===== src/rtl/warp_pkg.sv =====
// ---------------------------------------------------------------------------
// warp_pkg
// Shared definitions for the lane_array SIMD block: ALU opcodes, control FSM
// states, instruction field positions, per-op latencies and sizing limits.
// No ports (package).
// ---------------------------------------------------------------------------
package warp_pkg;

    localparam int MAX_LANES = 32;
    localparam int NUM_REGS  = 32;
    localparam int REG_IDX_W = 5;
    localparam int LAT_W     = 3;

    // Instruction field positions
    localparam int OPCODE_MSB = 31;
    localparam int OPCODE_LSB = 28;
    localparam int DST_MSB    = 22;
    localparam int DST_LSB    = 18;
    localparam int SRC1_MSB   = 17;
    localparam int SRC1_LSB   = 13;
    localparam int SRC2_MSB   = 12;
    localparam int SRC2_LSB   = 8;

    // Per-op latency in busy cycles
    localparam logic [LAT_W-1:0] LAT_ADD = 3'd1;
    localparam logic [LAT_W-1:0] LAT_MUL = 3'd3;
    localparam logic [LAT_W-1:0] LAT_MAX = 3'd1;
    localparam logic [LAT_W-1:0] LAT_FMA = 3'd4;
    localparam logic [LAT_W-1:0] LAT_NOP = 3'd1;

    typedef enum logic [3:0] {
        OP_ADD = 4'h0,
        OP_MUL = 4'h1,
        OP_MAX = 4'h2,
        OP_FMA = 4'h3
    } alu_opcode_e;

    typedef enum logic {
        IDLE = 1'b0,
        BUSY = 1'b1
    } array_state_e;

    // Unknown opcodes behave as single-cycle NOPs
    function automatic logic [LAT_W-1:0] op_latency(input logic [3:0] op);
        case (op)
            OP_ADD:  op_latency = LAT_ADD;
            OP_MUL:  op_latency = LAT_MUL;
            OP_MAX:  op_latency = LAT_MAX;
            OP_FMA:  op_latency = LAT_FMA;
            default: op_latency = LAT_NOP;
        endcase
    endfunction

endpackage


===== src/rtl/warp_lane.sv =====
// ---------------------------------------------------------------------------
// warp_lane
// One SIMD processing lane: private 32x32-bit register file plus an ALU whose
// result is committed after an opcode-dependent number of cycles.
// Ports:
//   clk, rst_n      clock, asynchronous active-low reset
//   start           broadcast issue pulse (one cycle, from the array FSM)
//   enable          this lane's bit of the issue mask, valid with start
//   opcode          instruction opcode
//   dst/src1/src2   register indices
//   done            high during this lane's final busy cycle
// Parameter LANE_ID sets the reset contents: register r = LANE_ID*32 + r.
// ---------------------------------------------------------------------------
module warp_lane
    import warp_pkg::*;
#(
    parameter int LANE_ID = 0
) (
    input  logic                 clk,
    input  logic                 rst_n,
    input  logic                 start,
    input  logic                 enable,
    input  logic [3:0]           opcode,
    input  logic [REG_IDX_W-1:0] dst,
    input  logic [REG_IDX_W-1:0] src1,
    input  logic [REG_IDX_W-1:0] src2,
    output logic                 done
);

    logic [31:0]          regs [NUM_REGS];
    logic                 active;
    logic [LAT_W-1:0]     cnt;
    logic [3:0]           op_q;
    logic [REG_IDX_W-1:0] dst_q;
    logic [31:0]          opa;
    logic [31:0]          opb;
    logic [31:0]          opc;
    logic [31:0]          result;
    logic                 writes;

    // Result is formed from operands captured at issue; the latency counter
    // only decides when it is committed.
    always_comb begin
        result = '0;
        writes = 1'b0;
        case (op_q)
            OP_ADD: begin
                result = opa + opb;
                writes = 1'b1;
            end
            OP_MUL: begin
                result = opa * opb;
                writes = 1'b1;
            end
            OP_MAX: begin
                result = ($signed(opa) > $signed(opb)) ? opa : opb;
                writes = 1'b1;
            end
            OP_FMA: begin
                result = opa * opb + opc;
                writes = 1'b1;
            end
            default: begin
                result = '0;
                writes = 1'b0;
            end
        endcase
    end

    assign done = active && (cnt == 3'd1);

    // Operands (including FMA's old dst) are read at the issue edge so later
    // writes cannot affect an in-flight operation.
    always_ff @(posedge clk or negedge rst_n) begin
        if (!rst_n) begin
            for (int r = 0; r < NUM_REGS; r++) begin
                regs[r] <= 32'(LANE_ID * NUM_REGS + r);
            end
            active <= 1'b0;
            cnt    <= '0;
            op_q   <= '0;
            dst_q  <= '0;
            opa    <= '0;
            opb    <= '0;
            opc    <= '0;
        end else if (start && enable) begin
            active <= 1'b1;
            cnt    <= op_latency(opcode);
            op_q   <= opcode;
            dst_q  <= dst;
            opa    <= regs[src1];
            opb    <= regs[src2];
            opc    <= regs[dst];
        end else if (active) begin
            if (cnt == 3'd1) begin
                active <= 1'b0;
                if (writes) begin
                    regs[dst_q] <= result;
                end
            end else begin
                cnt <= cnt - 3'd1;
            end
        end
    end

endmodule


===== src/rtl/lane_array.sv =====
// ---------------------------------------------------------------------------
// lane_array
// SIMD execution array: NUM_LANES warp_lane instances share one broadcast
// instruction; a per-issue mask selects participating lanes.
// Ports:
//   clk, rst_n      clock, asynchronous active-low reset
//   execute         issue strobe, honoured only while ready
//   instruction     [31:28] opcode, [22:18] dst, [17:13] src1, [12:8] src2
//   lane_enable     per-lane execute mask, sampled with execute
//   ready           array idle and able to accept an issue
// ---------------------------------------------------------------------------
module lane_array
    import warp_pkg::*;
#(
    parameter int NUM_LANES = 32
) (
    input  logic                 clk,
    input  logic                 rst_n,
    input  logic                 execute,
    input  logic [31:0]          instruction,
    input  logic [NUM_LANES-1:0] lane_enable,
    output logic                 ready
);

    array_state_e         state;
    array_state_e         next_state;
    logic [NUM_LANES-1:0] mask_q;
    logic [NUM_LANES-1:0] done;
    logic                 accept;
    logic                 all_done;
    logic                 unused_fields;

    assign unused_fields = ^{instruction[27:23], instruction[7:0]};

    assign ready  = (state == IDLE);
    // An all-zero mask is swallowed without leaving IDLE
    assign accept = ready && execute && (|lane_enable);
    // Masked-off lanes never raise done, so they count as finished
    assign all_done = &(done | ~mask_q);

    always_comb begin
        next_state = state;
        case (state)
            IDLE:    if (accept)   next_state = BUSY;
            BUSY:    if (all_done) next_state = IDLE;
            default: next_state = IDLE;
        endcase
    end

    always_ff @(posedge clk or negedge rst_n) begin
        if (!rst_n) begin
            state  <= IDLE;
            mask_q <= '0;
        end else begin
            state <= next_state;
            if (accept) begin
                mask_q <= lane_enable;
            end
        end
    end

    for (genvar l = 0; l < NUM_LANES; l++) begin : g_lane
        warp_lane #(
            .LANE_ID(l)
        ) u_lane (
            .clk    (clk),
            .rst_n  (rst_n),
            .start  (accept),
            .enable (lane_enable[l]),
            .opcode (instruction[OPCODE_MSB:OPCODE_LSB]),
            .dst    (instruction[DST_MSB:DST_LSB]),
            .src1   (instruction[SRC1_MSB:SRC1_LSB]),
            .src2   (instruction[SRC2_MSB:SRC2_LSB]),
            .done   (done[l])
        );
    end

endmodule


===== config.mk =====
export PLATFORM = sky130hd
export DESIGN_NAME = lane_array
export DESIGN_NICKNAME = d
export VERILOG_FILES = /design/src/rtl/warp_pkg.sv /design/src/rtl/warp_lane.sv /design/src/rtl/lane_array.sv
export SDC_FILE = /design/constraint.sdc
export NUM_CORES = 1
export LEC_CHECK = 0
export BUFFER_PORTS_ARGS = -buffer_cell sky130_fd_sc_hd__buf_2
export CAP_MARGIN = 20
export CORE_MARGIN = 2
export CORE_UTILIZATION = 55
export CTS_CLUSTER_SIZE = 30
export DETAILED_ROUTE_END_ITERATION = 6
export GPL_TIMING_DRIVEN = 0
export PLACE_DENSITY = 0.73
export REMOVE_ABC_BUFFERS = 1
export SLEW_MARGIN = 0
export SYNTH_ARGS = -nofsm -noshare
export SYNTH_HDL_FRONTEND = slang
export SYNTH_SLANG_ARGS = --single-unit

===== constraint.sdc =====
create_clock -name clk -period 1.3 [get_ports clk]
set_clock_uncertainty 0.05 [all_clocks]
set_input_delay 0.13 -clock clk [delete_from_list [all_inputs] [get_ports clk]]
set_output_delay 0.13 -clock clk [all_outputs]
set_load 0.05 [all_outputs]

Yosys cells after proc, flatten, opt, wreduce, memory -nomap -nowiden
Index checks and enable logic that the tools add are counted.
{"block": "op_classes", "n_bitwise": 3, "add_sub_neg": 32, "eq_ne": 66, "n_mux": 196, "n_reduce_logical": 132}
{"operator": "two-way mux 3 bit", "n": 96}
{"operator": "two-way mux 1 bit", "n": 98}
{"operator": "equality test 3 x 1 -> 1 bit (second input constant)", "n": 32}
{"operator": "subtractor 3 x 1 -> 3 bit (second input constant)", "n": 32}
{"operator": "logical AND 1 bit", "n": 66}
{"operator": "inequality test 2 x 1 -> 1 bit (second input constant)", "n": 32}
{"operator": "AND reduction 2 bit", "n": 32}
{"operator": "nonzero test 2 bit", "n": 32}
{"operator": "NOT 32 bit", "n": 1}
{"operator": "OR 32 bit", "n": 1}
{"operator": "AND reduction 32 bit", "n": 1}
{"operator": "OR reduction 32 bit", "n": 1}
{"operator": "case mux 3 bit (2 select lines)", "n": 1}
{"operator": "equality test 4 x 1 -> 1 bit (second input constant)", "n": 1}
{"operator": "equality test 4 x 2 -> 1 bit (second input constant)", "n": 1}
{"operator": "case mux 1 bit (2 select lines)", "n": 1}
{"operator": "NOT 1 bit", "n": 1}
{"block": "totals", "reg_bits": 161, "inputBits": 67, "output_inout_bits": 1}

Depth between registers and ports, before layout
{"block": "depth", "depth_word": 6, "mapped_depth": 7, "depth_no_buf": 7}

Cells and area by module
From an unflattened synthesis, not the netlist that was laid out.
{"block": "unflattened", "cells_unflattened": 997, "hier_area_um2": 10143.5}
{"mod": "warp_lane", "area_per_inst_um2": 267.8, "instances": 32, "cells_per_inst": 27}
{"mod": "lane_array", "area_per_inst_um2": 1575.3, "instances": 1, "cells_per_inst": 133}

Least setup slack after synthesis
Ideal clock, no wire load.
{"block": "synth_timing", "path_type": "register to register", "from": "reg g_lane[20].u_lane.cnt[1]", "to": "reg state", "path_stages_with_launch": 8, "setup_time_ns": 0.144, "synth_period_minus_slack_ns": 1.432, "t_arrival_ns": 1.238, "n_path_buf": 0, "slack_ns": -0.132, "required_ns": 1.106, "cell_sequence": "dfrtp_1 > inv_1 > ha_1 > nand3b_1 > a22oi_1 > nand4_1 > nor4_1 > o21ai_0"}
{"block": "synth_via", "elab_chain_len": 6}
{"item": "start, declared", "line_no": "warp_lane.sv:32", "source": "logic [LAT_W-1:0] cnt;"}
{"item": "start signal, assigned", "line_no": "warp_lane.sv:88", "source": "cnt <= op_latency(opcode);"}
{"item": "start signal, assigned", "line_no": "warp_lane.sv:101", "source": "cnt <= cnt - 3'd1;"}
{"item": "equality test 3 x 1 -> 1 bit", "line_no": "warp_lane.sv:70", "source": "assign done = active && (cnt == 3'd1);"}
{"item": "logical AND 1 bit", "line_no": "warp_lane.sv:70"}
{"item": "OR 32 bit", "line_no": "lane_array.sv:39", "source": "assign all_done = &(done | ~mask_q);"}
{"item": "AND reduction 32 bit", "line_no": "lane_array.sv:39"}
{"item": "two-way mux 1 bit", "line_no": "lane_array.sv:45", "source": "BUSY: if (all_done) next_state = IDLE;"}
{"item": "case mux 1 bit (2 select lines)", "line_no": "lane_array.sv:43", "source": "case (state)"}
{"item": "net next_state", "line_no": "lane_array.sv:26", "source": "array_state_e next_state;"}
{"item": "end signal, assigned", "line_no": "lane_array.sv:55", "source": "state <= next_state;"}
{"item": "end, declared", "line_no": "lane_array.sv:25", "source": "array_state_e state;"}
The timed path passes the listed nets, and every way through them passes these cells.
A chain may end at the register's enable or synchronous reset.

Worst setup path after layout
{"block": "layout_timing", "from": "reg g_lane[15].u_lane.cnt[1]", "to": "reg state"}
{"block": "layout_via", "elab_chain_len": 6}
{"item": "start, declared", "line_no": "warp_lane.sv:32"}
{"item": "start signal, assigned", "line_no": "warp_lane.sv:88"}
{"item": "start signal, assigned", "line_no": "warp_lane.sv:101"}
{"item": "equality test 3 x 1 -> 1 bit", "line_no": "warp_lane.sv:70"}
{"item": "logical AND 1 bit", "line_no": "warp_lane.sv:70"}
{"item": "OR 32 bit", "line_no": "lane_array.sv:39"}
{"item": "AND reduction 32 bit", "line_no": "lane_array.sv:39"}
{"item": "two-way mux 1 bit", "line_no": "lane_array.sv:45"}
{"item": "case mux 1 bit (2 select lines)", "line_no": "lane_array.sv:43"}
{"item": "net next_state", "line_no": "lane_array.sv:26"}
The timed path passes the listed nets, and every way through them passes these cells.

==> run summary <==
Status: finished with violations
Failing checks: setup timing
Crit Path Max Fanout: 2
Die area: 0.0163 mm2
Critical path cell sequence: inv_2 -> ha_2 -> nand3b_1 -> a22oi_1 -> nand4_1 -> nor4_4 -> o21ai_2
Hold WS: 11.4 ps
Met2 wire len: 12900 um
Sequential share of power: 0.412
Via count: 6739
ANT cells: 0
CTS root buffer: clkbuf_16
Worst-path clk slew: 60 ps
Fin. Hold Viols: 0
Starting Density: 0.558
First-pass GRT wire length: 34900 um
Synth Cell Area: 0.00842 mm2
Floorplan core area: 0.0151 mm2
CP required: 1560 ps
P_leak: 6.08 nW
WP data arrival: 2190 ps
Via density: 5.60
Clock power frac: 0.245
Slew @ Worst Pin: 926 ps
P_sw: 6.70 mW
Crit path launch type: flop
Initial antenna violation count: 0
Grt ovf: 0
Average wire per standard cell: 20.2 um
Power Density: 1580 mW/mm2
DR WL met3: 977 um
First DRT Iteration DRCs: 420
Post-Syn Instances: 825
Setup ws final: -631 ps
Slew margin rel.: 0.382
Max stage delay on crit path: 400 ps
DRC viols: 0
Syn Area/Cell: 10.2 um2
Fillers: 813
Final worst path period share: 1.49
Critical path capture point type: flop
Pin count of the biggest net entering global routing: 94
YS warnings: 0
Layout area overhead: 44.5%
Vias in the first global route: 6870
Io pins: 68
CTS buffer count: 17
Clock sink total: 161
Max Root-Sink Buffers: 2
Crit Path Class: flop to flop
CTS H-tree lvls: 4
Initial DRT Pass Iterations: 5
DIE WIDTH: 128 um
Post-route insts no fill: 1203
Sequential area share after synthesis: 0.479
Top Layer Used: met4
Switching part of the total: 0.349
Commonest cells after routing, fill and taps aside: dfrtp_1, mux2i_1, nand2_2
Port-buffer cells: 39
Fin area: 0.0122 mm2
GPL Wtd Cong: 0.757
Synth cell types: 24
Total power: 19.2 mW
Overall Global Routing Usage: 0.283
Die height: 128 um
Hpwl dp: 10600 um
WL met1: 9530 um
Synthesized flop and latch total: 161
Final Net Count: 1134
Clock Latency Late Sink: 440 ps
CTS tree: yes
Asr flop ratio synth: 1.00
Pre-CTS setup slack: -1510 ps
Layout cells sized above 1: 0.328
Cell count after placement: 1039
EDFF count, synth: 0
Fin util: 0.806
Most common cell after layout, fill and taps aside: dfrtp_1
Worst VDD drop: 1.29 mV
HP Class: input pin to flop
Main synth FF type: dfrtp_1
Maxcap violations: 0
Internal power component: 12.5 mW
Max Clock Freq: 518 MHz
Fin. max-slew vios: 0
Logic pwr share: 0.343
Final min period: 1930 ps
ANT nets after route: 0
RSZ-0062 raised after global routing: yes
Setup-failing EPs final: 162
Row count: 45
CP max stage cell: dfrtp_1
Area after DPL: 0.00887 mm2
Routed wire length: 24300 um
Setup TNS: -38950 ps
-- state kept, by name, indices dropped and copies added (netlist names) --
name                  flops
g_lane.u_lane.active     32
g_lane.u_lane.cnt        96
mask_q                   32
state                     1
-- logic make-up (layout without fill, tap and decap cells) --
| group | after synthesis | in the layout | share of synthesized area |
|---|---|---|---|
| xor+xnor | 64 | 64 | 0.0666 |
| fa+ha+maj | 64 | 64 | 0.0952 |
| buf+inv | 81 | 269 | 0.0384 |
| simple gates | 308 | 308 | 0.172 |
| mux | 96 | 96 | 0.114 |
| compound gates | 51 | 53 | 0.0354 |
| flops | 161 | 161 | 0.479 |
-- metal layers --
| metal | vias to the layer above | track usage |
|---|---|---|
| met5 | - | 0 |
| met4 | 0 | 0.106 |
| met2 | 188 | 0.504 |
| met1 | 3392 | 0.337 |
| met3 | 60 | 0.0593 |
| li1 | 3099 | - |
-- synthesized netlist by cell type (2+ instances only) --
| cell type | number | share of area |
|---|---|---|
| dfrtp_1 | 161 | 0.48 |
| nand2_1 | 160 | 0.071 |
| mux2i_1 | 96 | 0.11 |
| inv_1 | 65 | 0.029 |
| ha_1 | 64 | 0.095 |
| nand3_1 | 33 | 0.020 |
| nand3b_1 | 33 | 0.029 |
| nor2_1 | 33 | 0.015 |
| a21oi_1 | 32 | 0.019 |
| nand2b_1 | 32 | 0.024 |
| xnor2_1 | 32 | 0.033 |
| xor2_1 | 32 | 0.033 |
| a22oi_1 | 16 | 0.014 |
| clkbuf_1 | 10 | 0.0045 |
| nor4_1 | 9 | 0.0067 |
| nand4_1 | 6 | 0.0045 |
| buf_2 | 3 | 0.0018 |
| buf_4 | 2 | 0.0018 |
-- final timing paths --
check,start,end,slack (ps),cells after the start
max,g_lane[15].u_lane.cnt[1],state,-630,7
min,lane_enable[19],g_lane[19].u_lane.active,10,4
max reg2reg,g_lane[15].u_lane.cnt[1],state,-630,7
min reg2reg,mask_q[12],mask_q[12],440,2
max in group asynchronous,rst_n,g_lane[1].u_lane.active,170,3
min in group asynchronous,rst_n,g_lane[14].u_lane.cnt[0],180,2
-- layout make-up --
cell class                 count  area, um2  area share
clock buffer                  24        472      0.0388
clock inverter                 7       60.1     0.00494
inverter                      65        246      0.0203
multi-input combinational    585       5120       0.421
sequential                   161       4030       0.331
tap                          188        235      0.0193
timing repair buffer         173       1990       0.164
-- repair_timing --
action                                  in CTS  in global routing
endpoints found under the hold margin      186                  0
setup buffers                               69                 29
endpoints found under the setup margin     162                162
hold buffers                                32                  0
pin swaps                                   72                 26
gates resized for setup                    241                 93
gates cloned                                 5                  0
-- power groups by stage --
stage | sequential [mW] | combinational (mW) | clock (mW)
2_1_floorplan | 7.51 | 4.37 | 0
3_3_place_gp | 7.68 | 5.10 | 0
3_5_place_dp | 7.75 | 5.33 | 0
4_1_cts | 7.72 | 5.90 | 4.69
5_1_grt | 8.09 | 7.41 | 4.92
6_report | 7.92 | 6.60 | 4.70
-- worst max-delay path: cells and delay by family, from the launching register on --
| family | cells | cell delay [ps] |
|---|---|---|
| AO/OA/AOI/OAI | 2 | 430 |
| AND/OR/NAND/NOR | 3 | 690 |
| adder cells (fa/ha/maj) | 1 | 170 |
| flip-flops | 1 | 400 |
| buffers and inverters | 1 | 70 |
Note: power is estimated with default switching activity, not from simulation.
